`config.mk`:
```
export PLATFORM = sky130hd
export DESIGN_NAME = ram2_ctrl_flat
export DESIGN_NICKNAME = d
export VERILOG_FILES = /design/src/rtl/ram2_ctrl_pkg.sv /design/src/rtl/ram2_ctrl_if.sv /design/src/rtl/ram2_ctrl.sv /design/src/flat_wrapper.sv
export SDC_FILE = /design/constraint.sdc
export NUM_CORES = 1
export LEC_CHECK = 0
export BUFFER_PORTS_ARGS = -buffer_cell sky130_fd_sc_hd__clkbuf_2
export CORE_UTILIZATION = 50
export CTS_CLUSTER_SIZE = 25
export DETAILED_ROUTE_END_ITERATION = 16
export PLACE_DENSITY = 0.82
export SLEW_MARGIN = 25
export SYNTH_ARGS = -nofsm -noshare
export SYNTH_HDL_FRONTEND = slang
export SYNTH_SLANG_ARGS = --single-unit
```
`constraint.sdc`:
```
create_clock -name clk -period 3.3 [get_ports clk]
set_input_delay 0.33 -clock clk [delete_from_list [all_inputs] [get_ports clk]]
set_output_delay 0.33 -clock clk [all_outputs]
set_load 0.005 [all_outputs]
```
`src/rtl/ram2_ctrl_pkg.sv`:
```
// Shared definitions for the RAM2 SRAM bus initiator: widths, FSM encoding,
// strobe polarities and the per-state bus level table.
package ram2_ctrl_pkg;

  localparam int CPU_AW = 16;
  localparam int RAM_AW = 18;
  localparam int DW     = 16;

  localparam logic [15:0] NOP_WORD = 16'h0800;

  localparam logic RamChipEnable   = 1'b0;
  localparam logic RamChipDisable  = 1'b1;
  localparam logic RamReadEnable   = 1'b0;
  localparam logic RamReadDisable  = 1'b1;
  localparam logic RamWriteEnable  = 1'b0;
  localparam logic RamWriteDisable = 1'b1;
  localparam logic RamDriveOn      = 1'b1;
  localparam logic RamDriveOff     = 1'b0;

  typedef enum logic [2:0] {
    IDLE = 3'd0,
    RD1  = 3'd1,
    RD2  = 3'd2,
    WR1  = 3'd3,
    WR2  = 3'd4,
    WR3  = 3'd5,
    DONE = 3'd6
  } state_t;

  typedef enum logic {
    SRC_IF  = 1'b0,
    SRC_MEM = 1'b1
  } src_t;

  typedef struct packed {
    logic en_n;
    logic oe_n;
    logic we_n;
    logic data_oe;
  } bus_lvl_t;

  // Bus pin levels held for the whole duration of each state.
  function automatic bus_lvl_t bus_levels(input state_t st);
    bus_lvl_t lvl;
    lvl = '{RamChipDisable, RamReadDisable, RamWriteDisable, RamDriveOff};
    case (st)
      RD1, RD2: lvl = '{RamChipEnable, RamReadEnable, RamWriteDisable, RamDriveOff};
      WR1, WR3: lvl = '{RamChipEnable, RamReadDisable, RamWriteDisable, RamDriveOn};
      WR2:      lvl = '{RamChipEnable, RamReadDisable, RamWriteEnable, RamDriveOn};
      default:  lvl = '{RamChipDisable, RamReadDisable, RamWriteDisable, RamDriveOff};
    endcase
    return lvl;
  endfunction

endpackage

```
`src/rtl/ram2_ctrl_if.sv`:
```
// Pipeline-side (IF/MEM) and SRAM-pin signal bundle of the RAM2 initiator.
interface ram2_ctrl_if;
  import ram2_ctrl_pkg::*;

  logic              if_req;
  logic [CPU_AW-1:0] if_addr;
  logic [DW-1:0]     inst_o;
  logic              if_ack;
  logic              if_stall;

  logic              mem_ce;
  logic              mem_re;
  logic              mem_we;
  logic [CPU_AW-1:0] mem_addr;
  logic [DW-1:0]     mem_data_i;
  logic [DW-1:0]     mem_data_o;
  logic              mem_ack;
  logic              mem_stall;

  logic [RAM_AW-1:0] ram2_addr;
  logic [DW-1:0]     ram2_data_o;
  logic              ram2_data_oe;
  logic [DW-1:0]     ram2_data_i;
  logic              ram2_en_n;
  logic              ram2_oe_n;
  logic              ram2_we_n;

  modport slave (
    input  if_req, if_addr, mem_ce, mem_re, mem_we, mem_addr, mem_data_i, ram2_data_i,
    output inst_o, if_ack, if_stall, mem_data_o, mem_ack, mem_stall,
           ram2_addr, ram2_data_o, ram2_data_oe, ram2_en_n, ram2_oe_n, ram2_we_n
  );

  modport master (
    output if_req, if_addr, mem_ce, mem_re, mem_we, mem_addr, mem_data_i, ram2_data_i,
    input  inst_o, if_ack, if_stall, mem_data_o, mem_ack, mem_stall,
           ram2_addr, ram2_data_o, ram2_data_oe, ram2_en_n, ram2_oe_n, ram2_we_n
  );

endinterface

```
`src/rtl/ram2_ctrl.sv`:
```
// RAM2 SRAM bus initiator: arbitrates IF fetches against MEM accesses (MEM wins)
// and sequences the SRAM strobes; every bus pin and ack comes from a register.
module ram2_ctrl
  import ram2_ctrl_pkg::*;
(
  input logic        clk,
  input logic        rst,
  ram2_ctrl_if.slave bus
);

  state_t            state_q, state_d;
  src_t              src_q, src_d;
  bus_lvl_t          lvl_q, lvl_d;
  logic [RAM_AW-1:0] addr_q, addr_d;
  logic [DW-1:0]     wdata_q, wdata_d;
  logic [DW-1:0]     inst_q, inst_d;
  logic [DW-1:0]     rdata_q, rdata_d;
  logic              if_ack_q, if_ack_d;
  logic              mem_ack_q, mem_ack_d;
  logic              mem_req_s;

  assign mem_req_s = bus.mem_ce && (bus.mem_re || bus.mem_we);

  // Next state, latched transaction fields and registered output values.
  always_comb begin
    state_d = state_q;
    src_d   = src_q;
    addr_d  = addr_q;
    wdata_d = wdata_q;
    inst_d  = inst_q;
    rdata_d = rdata_q;
    case (state_q)
      IDLE: begin
        if (mem_req_s) begin
          src_d   = SRC_MEM;
          addr_d  = {{(RAM_AW-CPU_AW){1'b0}}, bus.mem_addr};
          wdata_d = bus.mem_data_i;
          if (bus.mem_we) begin
            state_d = WR1;
          end else begin
            state_d = RD1;
          end
        end else if (bus.if_req) begin
          src_d   = SRC_IF;
          addr_d  = {{(RAM_AW-CPU_AW){1'b0}}, bus.if_addr};
          wdata_d = bus.mem_data_i;
          state_d = RD1;
        end else begin
          state_d = IDLE;
        end
      end
      RD1: state_d = RD2;
      RD2: begin
        state_d = DONE;
        // Only the register belonging to the latched requester is updated.
        if (src_q == SRC_IF) begin
          inst_d = bus.ram2_data_i;
        end else begin
          rdata_d = bus.ram2_data_i;
        end
      end
      WR1:     state_d = WR2;
      WR2:     state_d = WR3;
      WR3:     state_d = DONE;
      DONE:    state_d = IDLE;
      default: state_d = IDLE;
    endcase
    lvl_d     = bus_levels(state_d);
    if_ack_d  = (state_d == DONE) && (src_d == SRC_IF);
    mem_ack_d = (state_d == DONE) && (src_d == SRC_MEM);
  end

  // State and output registers; reset returns the bus to idle levels at once.
  always_ff @(posedge clk) begin
    if (rst) begin
      state_q   <= IDLE;
      src_q     <= SRC_IF;
      lvl_q     <= '{RamChipDisable, RamReadDisable, RamWriteDisable, RamDriveOff};
      addr_q    <= {RAM_AW{1'b0}};
      wdata_q   <= {DW{1'b0}};
      inst_q    <= NOP_WORD;
      rdata_q   <= {DW{1'b0}};
      if_ack_q  <= 1'b0;
      mem_ack_q <= 1'b0;
    end else begin
      state_q   <= state_d;
      src_q     <= src_d;
      lvl_q     <= lvl_d;
      addr_q    <= addr_d;
      wdata_q   <= wdata_d;
      inst_q    <= inst_d;
      rdata_q   <= rdata_d;
      if_ack_q  <= if_ack_d;
      mem_ack_q <= mem_ack_d;
    end
  end

  assign bus.ram2_addr    = addr_q;
  assign bus.ram2_data_o  = wdata_q;
  assign bus.ram2_data_oe = lvl_q.data_oe;
  assign bus.ram2_en_n    = lvl_q.en_n;
  assign bus.ram2_oe_n    = lvl_q.oe_n;
  assign bus.ram2_we_n    = lvl_q.we_n;
  assign bus.inst_o       = inst_q;
  assign bus.mem_data_o   = rdata_q;
  assign bus.if_ack       = if_ack_q;
  assign bus.mem_ack      = mem_ack_q;
  assign bus.if_stall     = bus.if_req && !if_ack_q;
  assign bus.mem_stall    = mem_req_s && !mem_ack_q;

endmodule
```
`src/flat_wrapper.sv`:
```
// flat-port wrapper written by rule: the top's interface ports become plain ports
module ram2_ctrl_flat import ram2_ctrl_pkg::*;
  (clk, rst, bus_if_req, bus_if_addr, bus_mem_ce, bus_mem_re, bus_mem_we, bus_mem_addr, bus_mem_data_i, bus_ram2_data_i, bus_inst_o, bus_if_ack, bus_if_stall, bus_mem_data_o, bus_mem_ack, bus_mem_stall, bus_ram2_addr, bus_ram2_data_o, bus_ram2_data_oe, bus_ram2_en_n, bus_ram2_oe_n, bus_ram2_we_n);
  ram2_ctrl_if bus_i ();
  input logic clk;
  input logic rst;
  input wire logic [$bits(bus_i.if_req)-1:0] bus_if_req;
  input wire logic [$bits(bus_i.if_addr)-1:0] bus_if_addr;
  input wire logic [$bits(bus_i.mem_ce)-1:0] bus_mem_ce;
  input wire logic [$bits(bus_i.mem_re)-1:0] bus_mem_re;
  input wire logic [$bits(bus_i.mem_we)-1:0] bus_mem_we;
  input wire logic [$bits(bus_i.mem_addr)-1:0] bus_mem_addr;
  input wire logic [$bits(bus_i.mem_data_i)-1:0] bus_mem_data_i;
  input wire logic [$bits(bus_i.ram2_data_i)-1:0] bus_ram2_data_i;
  output wire logic [$bits(bus_i.inst_o)-1:0] bus_inst_o;
  output wire logic [$bits(bus_i.if_ack)-1:0] bus_if_ack;
  output wire logic [$bits(bus_i.if_stall)-1:0] bus_if_stall;
  output wire logic [$bits(bus_i.mem_data_o)-1:0] bus_mem_data_o;
  output wire logic [$bits(bus_i.mem_ack)-1:0] bus_mem_ack;
  output wire logic [$bits(bus_i.mem_stall)-1:0] bus_mem_stall;
  output wire logic [$bits(bus_i.ram2_addr)-1:0] bus_ram2_addr;
  output wire logic [$bits(bus_i.ram2_data_o)-1:0] bus_ram2_data_o;
  output wire logic [$bits(bus_i.ram2_data_oe)-1:0] bus_ram2_data_oe;
  output wire logic [$bits(bus_i.ram2_en_n)-1:0] bus_ram2_en_n;
  output wire logic [$bits(bus_i.ram2_oe_n)-1:0] bus_ram2_oe_n;
  output wire logic [$bits(bus_i.ram2_we_n)-1:0] bus_ram2_we_n;
  assign bus_i.if_req = bus_if_req;
  assign bus_i.if_addr = bus_if_addr;
  assign bus_i.mem_ce = bus_mem_ce;
  assign bus_i.mem_re = bus_mem_re;
  assign bus_i.mem_we = bus_mem_we;
  assign bus_i.mem_addr = bus_mem_addr;
  assign bus_i.mem_data_i = bus_mem_data_i;
  assign bus_i.ram2_data_i = bus_ram2_data_i;
  assign bus_inst_o = bus_i.inst_o;
  assign bus_if_ack = bus_i.if_ack;
  assign bus_if_stall = bus_i.if_stall;
  assign bus_mem_data_o = bus_i.mem_data_o;
  assign bus_mem_ack = bus_i.mem_ack;
  assign bus_mem_stall = bus_i.mem_stall;
  assign bus_ram2_addr = bus_i.ram2_addr;
  assign bus_ram2_data_o = bus_i.ram2_data_o;
  assign bus_ram2_data_oe = bus_i.ram2_data_oe;
  assign bus_ram2_en_n = bus_i.ram2_en_n;
  assign bus_ram2_oe_n = bus_i.ram2_oe_n;
  assign bus_ram2_we_n = bus_i.ram2_we_n;
  ram2_ctrl u_core (.clk(clk), .rst(rst), .bus(bus_i));
endmodule
```
; After elaboration in Yosys (flattened, before gate mapping)
; Index checks and enable logic that the tools add are counted.
[totals]
regBits = 76
in_bits = 70
out_inout_bits = 74
elab_cells = 53
[op_classes]
muxes = 12
bitwise = 2
n_reduce_logical = 16
n_eq_ne = 11
[ops]
columns = cell, count
row1 = $mux W18, 2
row2 = $mux W16, 2
row3 = $eq A3 B3 Y1 const B, 5
row4 = $pmux W3 S5, 1
row5 = $eq A3 B2 Y1 const B, 4
row6 = $pmux W4 S3, 1
row7 = $eq A3 B1 Y1 const B, 2
row8 = $reduce_and A2 Y1, 3
row9 = $reduce_or A2 Y1, 3
row10 = $logic_and A1 B1 Y1, 5
row11 = $mux W1, 4
row12 = $logic_not A3 Y1, 1
row13 = $mux W3, 1
row14 = $logic_not A1 Y1, 2
row15 = $mux W2, 1
row16 = $not A1 Y1, 2
row17 = $reduce_bool A2 Y1, 1
row18 = $logic_or A1 B1 Y1, 1

; Logic depth before layout (Yosys ltp)
; Gate-level depths: netlist (run 1).
[logic_depth]
depth_word = 7
depth_mapped = 6
ltp_nobuf = 3

; Least setup slack after synthesis (run 1)
; Ideal clock, no wire load.
[synth_path]
path_type = input to output
startpoint = in bus_mem_we
endpoint = out bus_mem_stall
t_required_ns = 2.970
slack_ns = 1.852
path_stages = 4
arrival_ns = 1.118
path_cell_list = o21ai_0 > buf_2 > buf_4 > nor2_1
[synth_between]
elab_chain_cells = 3
[synth_rtl]
columns = item, line_no
row1 = start: declaration, flat_wrapper.sv:11  ; input wire logic [$bits(bus_i.mem_we)-1:0] bus_mem_we;
row2 = $logic_or A1 B1 Y1, ram2_ctrl.sv:22  ; assign mem_req_s = bus.mem_ce && (bus.mem_re || bus.mem_we);
row3 = $logic_and A1 B1 Y1, ram2_ctrl.sv:22
row4 = $logic_and A1 B1 Y1, ram2_ctrl.sv:109  ; assign bus.mem_stall = mem_req_s && !mem_ack_q;
row5 = end: declaration, flat_wrapper.sv:20  ; output wire logic [$bits(bus_i.mem_stall)-1:0] bus_mem_stall;
; No other way between the ends.

; Final worst setup path (run 1)
[layout_path]
startpoint = reg u_core.state_q[1]
endpoint = reg u_core.wdata_q[12] (netlist: u_core.bus.ram2_data_o[12])
[layout_between]
elab_chain_cells = 2
[layout_rtl]
columns = item, line_no
row1 = start: declaration, ram2_ctrl.sv:11  ; state_t state_q, state_d;
row2 = start signal: assignment, ram2_ctrl.sv:86  ; state_q <= state_d;
row3 = $logic_not A3 Y1, ram2_ctrl.sv:32  ; case (state_q)
row4 = $reduce_and A2 Y1 (no source line), n/a
row5 = end signal: assignment, ram2_ctrl.sv:80  ; wdata_q <= {DW{1'b0}};
row6 = end signal: assignment, ram2_ctrl.sv:90  ; wdata_q <= wdata_d;
row7 = end: declaration, ram2_ctrl.sv:15  ; logic [DW-1:0] wdata_q, wdata_d;
; No other way between the ends.
; A chain may end at the register's enable or synchronous reset.

==> out/results.env, run 1 <==
R2R_SETUP_SLK_NS=1.23
FIRST_ITER_VIOLATIONS=155
INITIAL_UTILIZATION_PCT=51.8
GLOBAL_ROUTE_WIRE_LENGTH_BEFORE_REPAIR_UM=11900
CELL_AREA_AFTER_TECHNOLOGY_MAPPING_UM2=3060
LARGEST_NET_DEGREE_AT_THE_START_OF_GLOBAL_ROUTING=40
HTREE_NUM_LEVELS=3
DRTPASS1ITERATIONS=4
VIASPERCELL=5.20
CRITPATHARRIVALTIME_NS=2.33
TOTAL_POWER_uW=2370
SYNTH_SEQ_CELLS=74
DOMINANTREGCELLSYNTH='dfxtp_1'
HOLD_VIOLATIONS=0
DRC_VIOLATIONS_LEFT=0
POWER.DENSITY_CELL_AREA_nW_PER_UM2=597
MAXIMUM_CLOCK_PATH_BUFFER_COUNT=2
CRITICAL_PATH.REG2REG.ENDPOINT='u_core.bus.ram2_data_o[12]'
YOSYSWARNINGS=0
ANTENNA_FOUND_INITIAL=0
PLACEABLECOREAREA_UM2=5920
STATIC-LEAKAGE-POWER_uW=0.00182
FP-ROW-COUNT=28
ROUTE.FINAL.WIRE_LENGTH_UM=7440
SYNTH_EDF_COUNT=0
YOSYS-TOP-CELLS-COUNT='129 x nand2_1, 74 x dfxtp_1, 34 x a21oi_1, 17 x a31oi_1'
TRITONCTS_CLOCK_TREE='done'
YS_TYPES=36
HP-CLASS='in2reg'
GRT_USAGE_PCT=23.5
PATH_CLASS='reg2reg'
FINALCRITICALPERIOD_NS=2.07
DRV.MAX_CAP_VIOLATION_COUNT=0
HOLDBUFCOUNTCTS=0
NUMCTSBUFFERS=9
CLKSINKCOUNT=74
WL_PER_CELL_UM=12.9
VIAS=2991
DIE-HEIGHT_UM=80.3
WORST_EP_REQUIRED_TIME_NS=3.56
AREA.GROWTH.SYNTH_TO_FINAL_PCT=29.9
PLACEDCELLCOUNT=559
SYNTHMOSTINSTANTIATEDCELL='nand2_1'
FMAXACHIEVABLE_MHz=484
TIMING.SETUP.TNS_NS=0
WORST_HOLD_PATH.ENDPOINT='u_core.bus.ram2_data_o[6]'
SETUP.WORST_PATH.START_CLASS='register'
FIRST_GLOBAL_VIAS=2743
SETUP-VIOLATIONS-FINAL=0
IO_BUFFER_COUNT=141
TIMING.HOLD.WORST.START='bus_mem_data_i[6]'
SETUP.WORST_PATH.END_CLASS='register'
DETAILED_PLACE_HPWL_UM=5210
DIEWIDTH_UM=80.3
DIE_AREA_UM2=6450
POSTCTSSETUPBUFFERS=0
MULTI_INPUT_COMB_AREA_UM2=1420
FILLERINSTANCES=515
FINALNONFILLERCELLS=575
POSTROUTEANTENNANETS=0
CTS.CLK_SLEW.WORST_PATHS_NS=0.08
SYNTH.AVG_CELL_AREA_UM2=8.35
GPL.FINAL_WEIGHTED_CONGESTION=0.784
RSZ0062_AT_GRT='no'
TIMING.RR.START='u_core.state_q[1]'
CRITICAL_PATH.MAX_FANOUT=22
WORSTREGTOREGCELLS=5
NUM_IO_PINS=144
WORST_HOLD_PATH.NUM_CELLS=3
ANTENNA_CELLS_INSERTED=0
WORSTSKEWPAIRLATENCY_NS=0.34
SYNTH_TOP_CELL_AREA_SHARE_PCT=48.3
FF_LATCH_AREA_UM2=1480
COUNT_OF_FINAL_MAX_SLEW_CHECK_FAILURES=0
COUNT_OF_NETS_AFTER_FINISHING=565
RUN_STATUS='finished, final reports clean'
MAX-VDD-IR-DROP_mV=0.291
CTSRESIZECOUNT=0
POST-SYNTH-TOP-AREA-CELL='dfxtp_1'
MAX_SLEW.WORST_PIN.SLEW_NS=0.820
SLEW-LIMIT-HEADROOM_PCT=45.1
SYNTHARSTFLOPSHARE_PCT=0
SYNTH_AREA_LEADERS='dfxtp_1 48%, nand2_1 16%, a21oi_1 5.6%'
CTSROOTBUFFERMASTER='clkbuf_8'
SYNTHESIZED_NETLIST_CELL_COUNT=367
PERIOD_UTILISATION_LAYOUT_PCT=62.7
YS_SEQ_AREA_SHARE_PCT=48.3
GLOBALROUTEOVERFLOWTOTAL=0
WORST_CLOCK_SKEW_NS=0.00891
SHARE_OF_CELLS_ABOVE_DRIVE_STRENGTH_1_PCT=36.6
-- state kept, by name, indices dropped and copies added, names as in the netlist --
| register | flops |
|---|---|
| u_core.bus.mem_data_o | 16 |
| u_core.bus.ram2_addr | 16 |
| u_core.bus.mem_ack | 1 |
| u_core.src_q | 1 |
| u_core.bus.ram2_we_n | 1 |
| u_core.bus.ram2_data_o | 16 |
| u_core.bus.ram2_en_n | 1 |
| u_core.bus.ram2_data_oe | 1 |
| u_core.bus.inst_o | 16 |
| u_core.state_q | 3 |
| u_core.bus.if_ack | 1 |
| u_core.bus.ram2_oe_n | 1 |
-- area by class of cell --
| class | instances | area share [%] |
|---|---|---|
| flip-flops and latches | 74 | 37.2 |
| multi-input cells | 260 | 35.6 |
| repair buffers | 147 | 18.9 |
| clock buffers | 10 | 3.46 |
| well taps | 75 | 2.36 |
| clock inverters | 6 | 2.23 |
| inverters | 3 | 0.283 |
-- how the worst max path moves through the flow --
stage                                 start                         end  slack (ns)  cells past startpoint
after floorplan                  bus_mem_we               bus_mem_stall        1.85                      4
after global placement                  rst    u_core.bus.ram2_addr[14]        1.16                      5
after detailed placement                rst   u_core.bus.ram2_data_o[1]        1.11                      5
after CTS                 u_core.state_q[1]  u_core.bus.ram2_data_o[12]        1.22                      5
after global routing      u_core.state_q[0]   u_core.bus.ram2_data_o[5]        1.10                      5
final                     u_core.state_q[1]  u_core.bus.ram2_data_o[12]        1.23                      5
-- per-stage QoR --
stage,setup WS (ns),hold WS [ns],instance area [µm²],util (%)
final,1.23,0.214,3980,67.2
after global routing,1.10,0.217,3980,67.2
after CTS,1.22,0.210,3980,67.2
after detailed placement,1.11,0.447,3750,63.4
after global placement,1.16,0.441,3750,63.4
after floorplan,1.85,0.451,3070,-
-- critical path: stages (launching register included) --
cell and delay (ns):
dfxtp_1 0.49, nor3_4 0.24, buf_4 0.26, a21boi_4 0.37
buf_4 0.38, mux2i_1 0.24
-- cell usage in the layout (no fill, tap or decap), types with 4 or more instances in the layout --
cell	count
o221ai_1	16
clkbuf_8	10
or2_2	16
a31oi_1	17
nor2_1	4
dfxtp_1	74
clkbuf_2	141
nand2_1	129
a21oi_1	34
buf_4	6
mux2i_1	16
-- layer usage --
| metal | routed length (µm) | part of all wire, % | GRT usage (%) |
|---|---|---|---|
| met2 | 3560 | 48 | 40.0 |
| met1 | 3230 | 43 | 28.5 |
| met5 | 0 | 0 | 0 |
| met3 | 508 | 6.8 | 4.77 |
| met4 | 146 | 2.0 | 10.2 |
-- power breakdown --
group	switching (µW)	internal [µW]	total [µW]
Combinational	254	242	496
Sequential	89.3	999	1090
Clock	342	448	790
Total	685	1690	2370
-- kinds of logic (layout without fill, tap and decap cells) --
| family | count (synthesis) | count (layout) | share of synthesized area [%] |
|---|---|---|---|
| AO/OA/AOI/OAI | 77 | 77 | 16.2 |
| AND/OR/NAND/NOR | 164 | 164 | 24.1 |
| multiplexers | 16 | 16 | 5.23 |
| buffers and inverters | 34 | 166 | 5.76 |
| other | 1 | 2 | 0.122 |
| XOR/XNOR | 1 | 1 | 0.286 |
| flip-flops | 74 | 74 | 48.3 |
(Power assumes the default switching activity.)
==> run 2, diff against run 1 <==
--- a/config.mk
+++ b/config.mk
@@ -5,11 +5,12 @@
 export SDC_FILE = /design/constraint.sdc
 export NUM_CORES = 1
 export LEC_CHECK = 0
+export ABC_AREA = 1
 export BUFFER_PORTS_ARGS = -buffer_cell sky130_fd_sc_hd__clkbuf_2
-export CORE_UTILIZATION = 50
+export CORE_UTILIZATION = 45
 export CTS_CLUSTER_SIZE = 25
 export DETAILED_ROUTE_END_ITERATION = 16
-export PLACE_DENSITY = 0.82
+export PLACE_DENSITY = 0.76
 export SLEW_MARGIN = 25
 export SYNTH_ARGS = -nofsm -noshare
 export SYNTH_HDL_FRONTEND = slang
==> constraint.sdc (replaced) <==
create_clock -name clk -period 2 [get_ports clk]
set_input_delay 0.2 -clock clk [delete_from_list [all_inputs] [get_ports clk]]
set_output_delay 0.2 -clock clk [all_outputs]
set_load 0.005 [all_outputs]
==> run 2 against run 1 <==
Against the previous run:
- global-route usage decreased by 0.59 points
- power increased by 93%
- critical path depth increased by 3
- final area decreased by 5.1%
- sequential share of layout area increased by 2.0 points
- critical path type unchanged
- largest power group unchanged
- highest routed layer unchanged
==> out/results.env, run 2 <==
YS_SEQ_AREA_SHARE_PCT=52.2  # was 48.3%
RUN_STATUS='finished, final reports clean'  # unchanged
WL_PER_CELL_UM=12.2  # was 12.9 µm
YOSYS-TOP-CELLS-COUNT='104 x nor2_1, 74 x dfxtp_1, 52 x nand2_1, 43 x o21ai_0, 26 x nand3_1'  # was 129 x nand2_1, 74 x dfxtp_1, 34 x a21oi_1, 17 x a31oi_1
SYNTH_SEQ_CELLS=74  # unchanged
POWER.SHARE.SWITCHING_PCT=33.1  # was 28.8%
DRTPASS1ITERATIONS=4  # unchanged
LAYOUT.CELLS.MOST_COMMON='clkbuf_2'  # unchanged
POST-SYNTH-TOP-AREA-CELL='dfxtp_1'  # unchanged
FP-ROW-COUNT=28  # unchanged
FILLERINSTANCES=538  # was 515
MAXIMUM_CLOCK_PATH_BUFFER_COUNT=2  # unchanged
IO_BUFFER_COUNT=141  # unchanged
HP-CLASS='in2reg'  # unchanged
GLOBALROUTEOVERFLOWTOTAL=0  # unchanged
DRC_VIOLATIONS_LEFT=0  # unchanged
CLKSINKCOUNT=74  # unchanged
POWER_FRAC_SEQ_PCT=44.1  # was 45.9%
DIE_AREA_UM2=6630  # was 6450 µm²
HTREE_NUM_LEVELS=3  # unchanged
COMBPWRFRAC_PCT=30.4  # was 20.9%
PERIOD_UTILISATION_LAYOUT_PCT=79.1  # was 62.7%
SYNTH_TOP_CELL_AREA_SHARE_PCT=52.2  # was 48.3%
SYNTH_EDF_COUNT=0  # unchanged
SYNTH_AREA_LEADERS='dfxtp_1 52%, nor2_1 14%, o21ai_0 7.6%'  # was dfxtp_1 48%, nand2_1 16%, a21oi_1 5.6%
FIRST_ITER_VIOLATIONS=145  # was 155
GPL.FINAL_WEIGHTED_CONGESTION=0.853  # was 0.784
MAX-VDD-IR-DROP_mV=0.632  # was 0.291 mV
WORSTSKEWPAIRLATENCY_NS=0.33  # was 0.34 ns
YOSYSWARNINGS=0  # unchanged
SYNTHESIZED_NETLIST_CELL_COUNT=367  # unchanged
TRITONCTS_CLOCK_TREE='done'  # unchanged
NUM_IO_PINS=144  # unchanged
CTS.CLK_SLEW.WORST_PATHS_NS=0.08  # about the same
ROUTE.FINAL.WIRE_LENGTH_UM=7140  # was 7440 µm
SYNTH.AVG_CELL_AREA_UM2=7.74  # was 8.35 µm²
TIMING.CRITICAL_PATH.BUF_INV=2  # unchanged
POSTCTSSETUPBUFFERS=0  # unchanged
FMAXACHIEVABLE_MHz=632  # was 484 MHz
WORST_EP_REQUIRED_TIME_NS=2.22  # was 3.56 ns
POSTROUTEANTENNANETS=0  # unchanged
GLOBAL_ROUTE_WIRE_LENGTH_BEFORE_REPAIR_UM=11600  # was 11900 µm
CRITICAL_PATH.MAX_FANOUT=18  # was 22
DIEWIDTH_UM=81.4  # was 80.3 µm
VIAS=2899  # was 2991
HOLDBUFCOUNTCTS=0  # unchanged
DOMINANTREGCELLSYNTH='dfxtp_1'  # unchanged
RSZ0062_AT_GRT='no'  # unchanged
CTSRESIZECOUNT=0  # unchanged
TIMING.CRITICAL_PATH.MODE_CELL='nand2_2'  # was buf_4
ANTENNA_FOUND_INITIAL=0  # unchanged
DIE-HEIGHT_UM=81.4  # was 80.3 µm
SETUP.WORST_PATH.START_CLASS='register'  # unchanged
SHARE_OF_CELLS_ABOVE_DRIVE_STRENGTH_1_PCT=33.9  # was 36.6%
COUNT_OF_NETS_AFTER_FINISHING=576  # was 565
TOTAL_POWER_uW=4590  # was 2370 µW
SETUP.WORST_PATH.END_CLASS='register'  # unchanged
COUNT_OF_FINAL_MAX_SLEW_CHECK_FAILURES=0  # unchanged
DETAILED_PLACE_HPWL_UM=5260  # was 5210 µm
ANTENNA_CELLS_INSERTED=0  # unchanged
WORST_CLOCK_SKEW_NS=0.00797  # was 0.00891 ns
AREA.GROWTH.SYNTH_TO_FINAL_PCT=33.0  # was 29.9%
CRIT_FAMILY='simple AND/OR/NAND/NOR gates'  # was buffers and inverters
SYNTHARSTFLOPSHARE_PCT=0  # unchanged
INITIAL_UTILIZATION_PCT=47.4  # was 51.8%
PLACEABLECOREAREA_UM2=5990  # was 5920 µm²
P_SWITCHING_uW=1520  # was 685 µW
CELL_AREA_AFTER_TECHNOLOGY_MAPPING_UM2=2840  # was 3060 µm²
PATH_CLASS='reg2reg'  # unchanged
FINAL_CELL_MIX='141 x clkbuf_2, 104 x nor2_1, 74 x dfxtp_1'  # was 141 x clkbuf_2, 129 x nand2_1, 74 x dfxtp_1
TIMING.CRITICAL_PATH.SLOWEST_CELL_DELAY_NS=0.37  # was 0.49 ns
SETUP-VIOLATIONS-FINAL=0  # unchanged
CRITPATHARRIVALTIME_NS=1.81  # was 2.33 ns
INTERNAL_POWER_OF_THE_CELLS_uW=3070  # was 1690 µW
HOLD_VIOLATIONS=0  # unchanged
GRT_USAGE_PCT=22.9  # was 23.5%
FINALCRITICALPERIOD_NS=1.58  # was 2.07 ns
CTSROOTBUFFERMASTER='clkbuf_8'  # unchanged
SYNTHMOSTINSTANTIATEDCELL='nor2_1'  # was nand2_1
POWER.DENSITY_CELL_AREA_nW_PER_UM2=1220  # was 597 nW/µm²
ORDERED_CELL_LIST_FOR_THE_CRITICAL_PATH='inv_2 > nand2_1 > nor2_1 > nand2_2 > nand2_2 > buf_4 > nand3_1 > o211a_1'  # was nor3_4 > buf_4 > a21boi_4 > buf_4 > mux2i_1
TIMING.SETUP.TNS_NS=0  # unchanged
NUMCTSBUFFERS=9  # unchanged
LARGEST_NET_DEGREE_AT_THE_START_OF_GLOBAL_ROUTING=38  # was 40
POWER_SHARE_OF_THE_CLOCK_GROUP_PCT=25.5  # was 33.3%
STATIC-LEAKAGE-POWER_uW=0.00201  # was 0.00182 µW
YS_TYPES=22  # was 36
CRITICAL_PATH.SLOWEST_CELL='dfxtp_1'  # unchanged
FIRST_GLOBAL_VIAS=2671  # was 2743
VIASPERCELL=4.95  # was 5.20
DRV.MAX_CAP_VIOLATION_COUNT=0  # unchanged
==> run 2: cell count changes after synthesis, sizes merged, moves of 17 or more <==
| cell | change |
|---|---|
| nand3 | +24 |
| a21oi | -32 |
| a31oi | -17 |
| nor2 | +101 |
| o21ai | +44 |
| nand2 | -74 |
==> run 2: worst paths after layout <==
kind	from	to	slack, ns	cells after the start
hold / removal	bus_mem_data_i[11]	u_core.bus.ram2_data_o[11]	0.09	3
hold reg to reg	u_core.state_q[0]	u_core.bus.ram2_we_n	0.48	1
setup / recovery	u_core.state_q[1]	u_core.bus.ram2_addr[12]	0.42	8
setup reg to reg	u_core.state_q[1]	u_core.bus.ram2_addr[12]	0.42	8
==> run 2: final cells by class <==
| cell class | count | area, µm² | share of cell area [%] |
|---|---|---|---|
| inverter | 17 | 63.8 | 1.69 |
| multi-input combinational | 256 | 1180 | 31.1 |
| timing repair buffer | 148 | 758 | 20.1 |
| sequential | 74 | 1480 | 39.2 |
| clock inverter | 4 | 50.0 | 1.32 |
| tap | 75 | 93.8 | 2.48 |
| clock buffer | 12 | 155 | 4.11 |
==> run 2: power by group through the flow <==
stage          Combinational [µW]  Clock, µW  Sequential (µW)
2_1_floorplan                 840          0             2060
3_3_place_gp                 1360          0             2040
3_5_place_dp                 1400          0             2050
4_1_cts                      1410       1200             2030
5_1_grt                      1600       1260             2070
6_report                     1400       1170             2030
==> run 2: tightest hold or removal path, stage by stage <==
cell      delay (ns)
clkbuf_2        0.07
nor2_1          0.04
nor2_1          0.08
==> run 2: cell families after synthesis <==
kind of cell	Yosys count	synth area share [%]
other cells	1	0.132
flops	74	52.2
buf+inv	38	6.56
compound gates	65	14.3
simple gates	189	26.9
==> run 2: per-stage QoR <==
stage / std cells / instance area, µm² / hold slack (ns) / utilization (%) / setup WS [ns]
5_1_grt: 586 / 3780 / 0.0896 / 63.1 / 0.263
3_3_place_gp: 570 / 3570 / 0.421 / 59.6 / 0.487
4_1_cts: 586 / 3780 / 0.0766 / 63.1 / 0.412
6_report: 586 / 3780 / 0.0909 / 63.1 / 0.417
2_1_floorplan: 368 / 2840 / 0.269 / - / 0.737
3_5_place_dp: 570 / 3570 / 0.429 / 59.6 / 0.455
==> run 2: layer usage <==
| metal | share of wire, % | vias to the layer above | routed length, µm | GRT usage (%) |
|---|---|---|---|---|
| met4 | 2.3 | 0 | 166 | 11.1 |
| li1 | - | 1465 | - | - |
| met5 | 0 | - | 0 | 0 |
| met2 | 47 | 123 | 3370 | 37.9 |
| met3 | 8.1 | 15 | 576 | 6.11 |
| met1 | 42 | 1296 | 3030 | 27.3 |
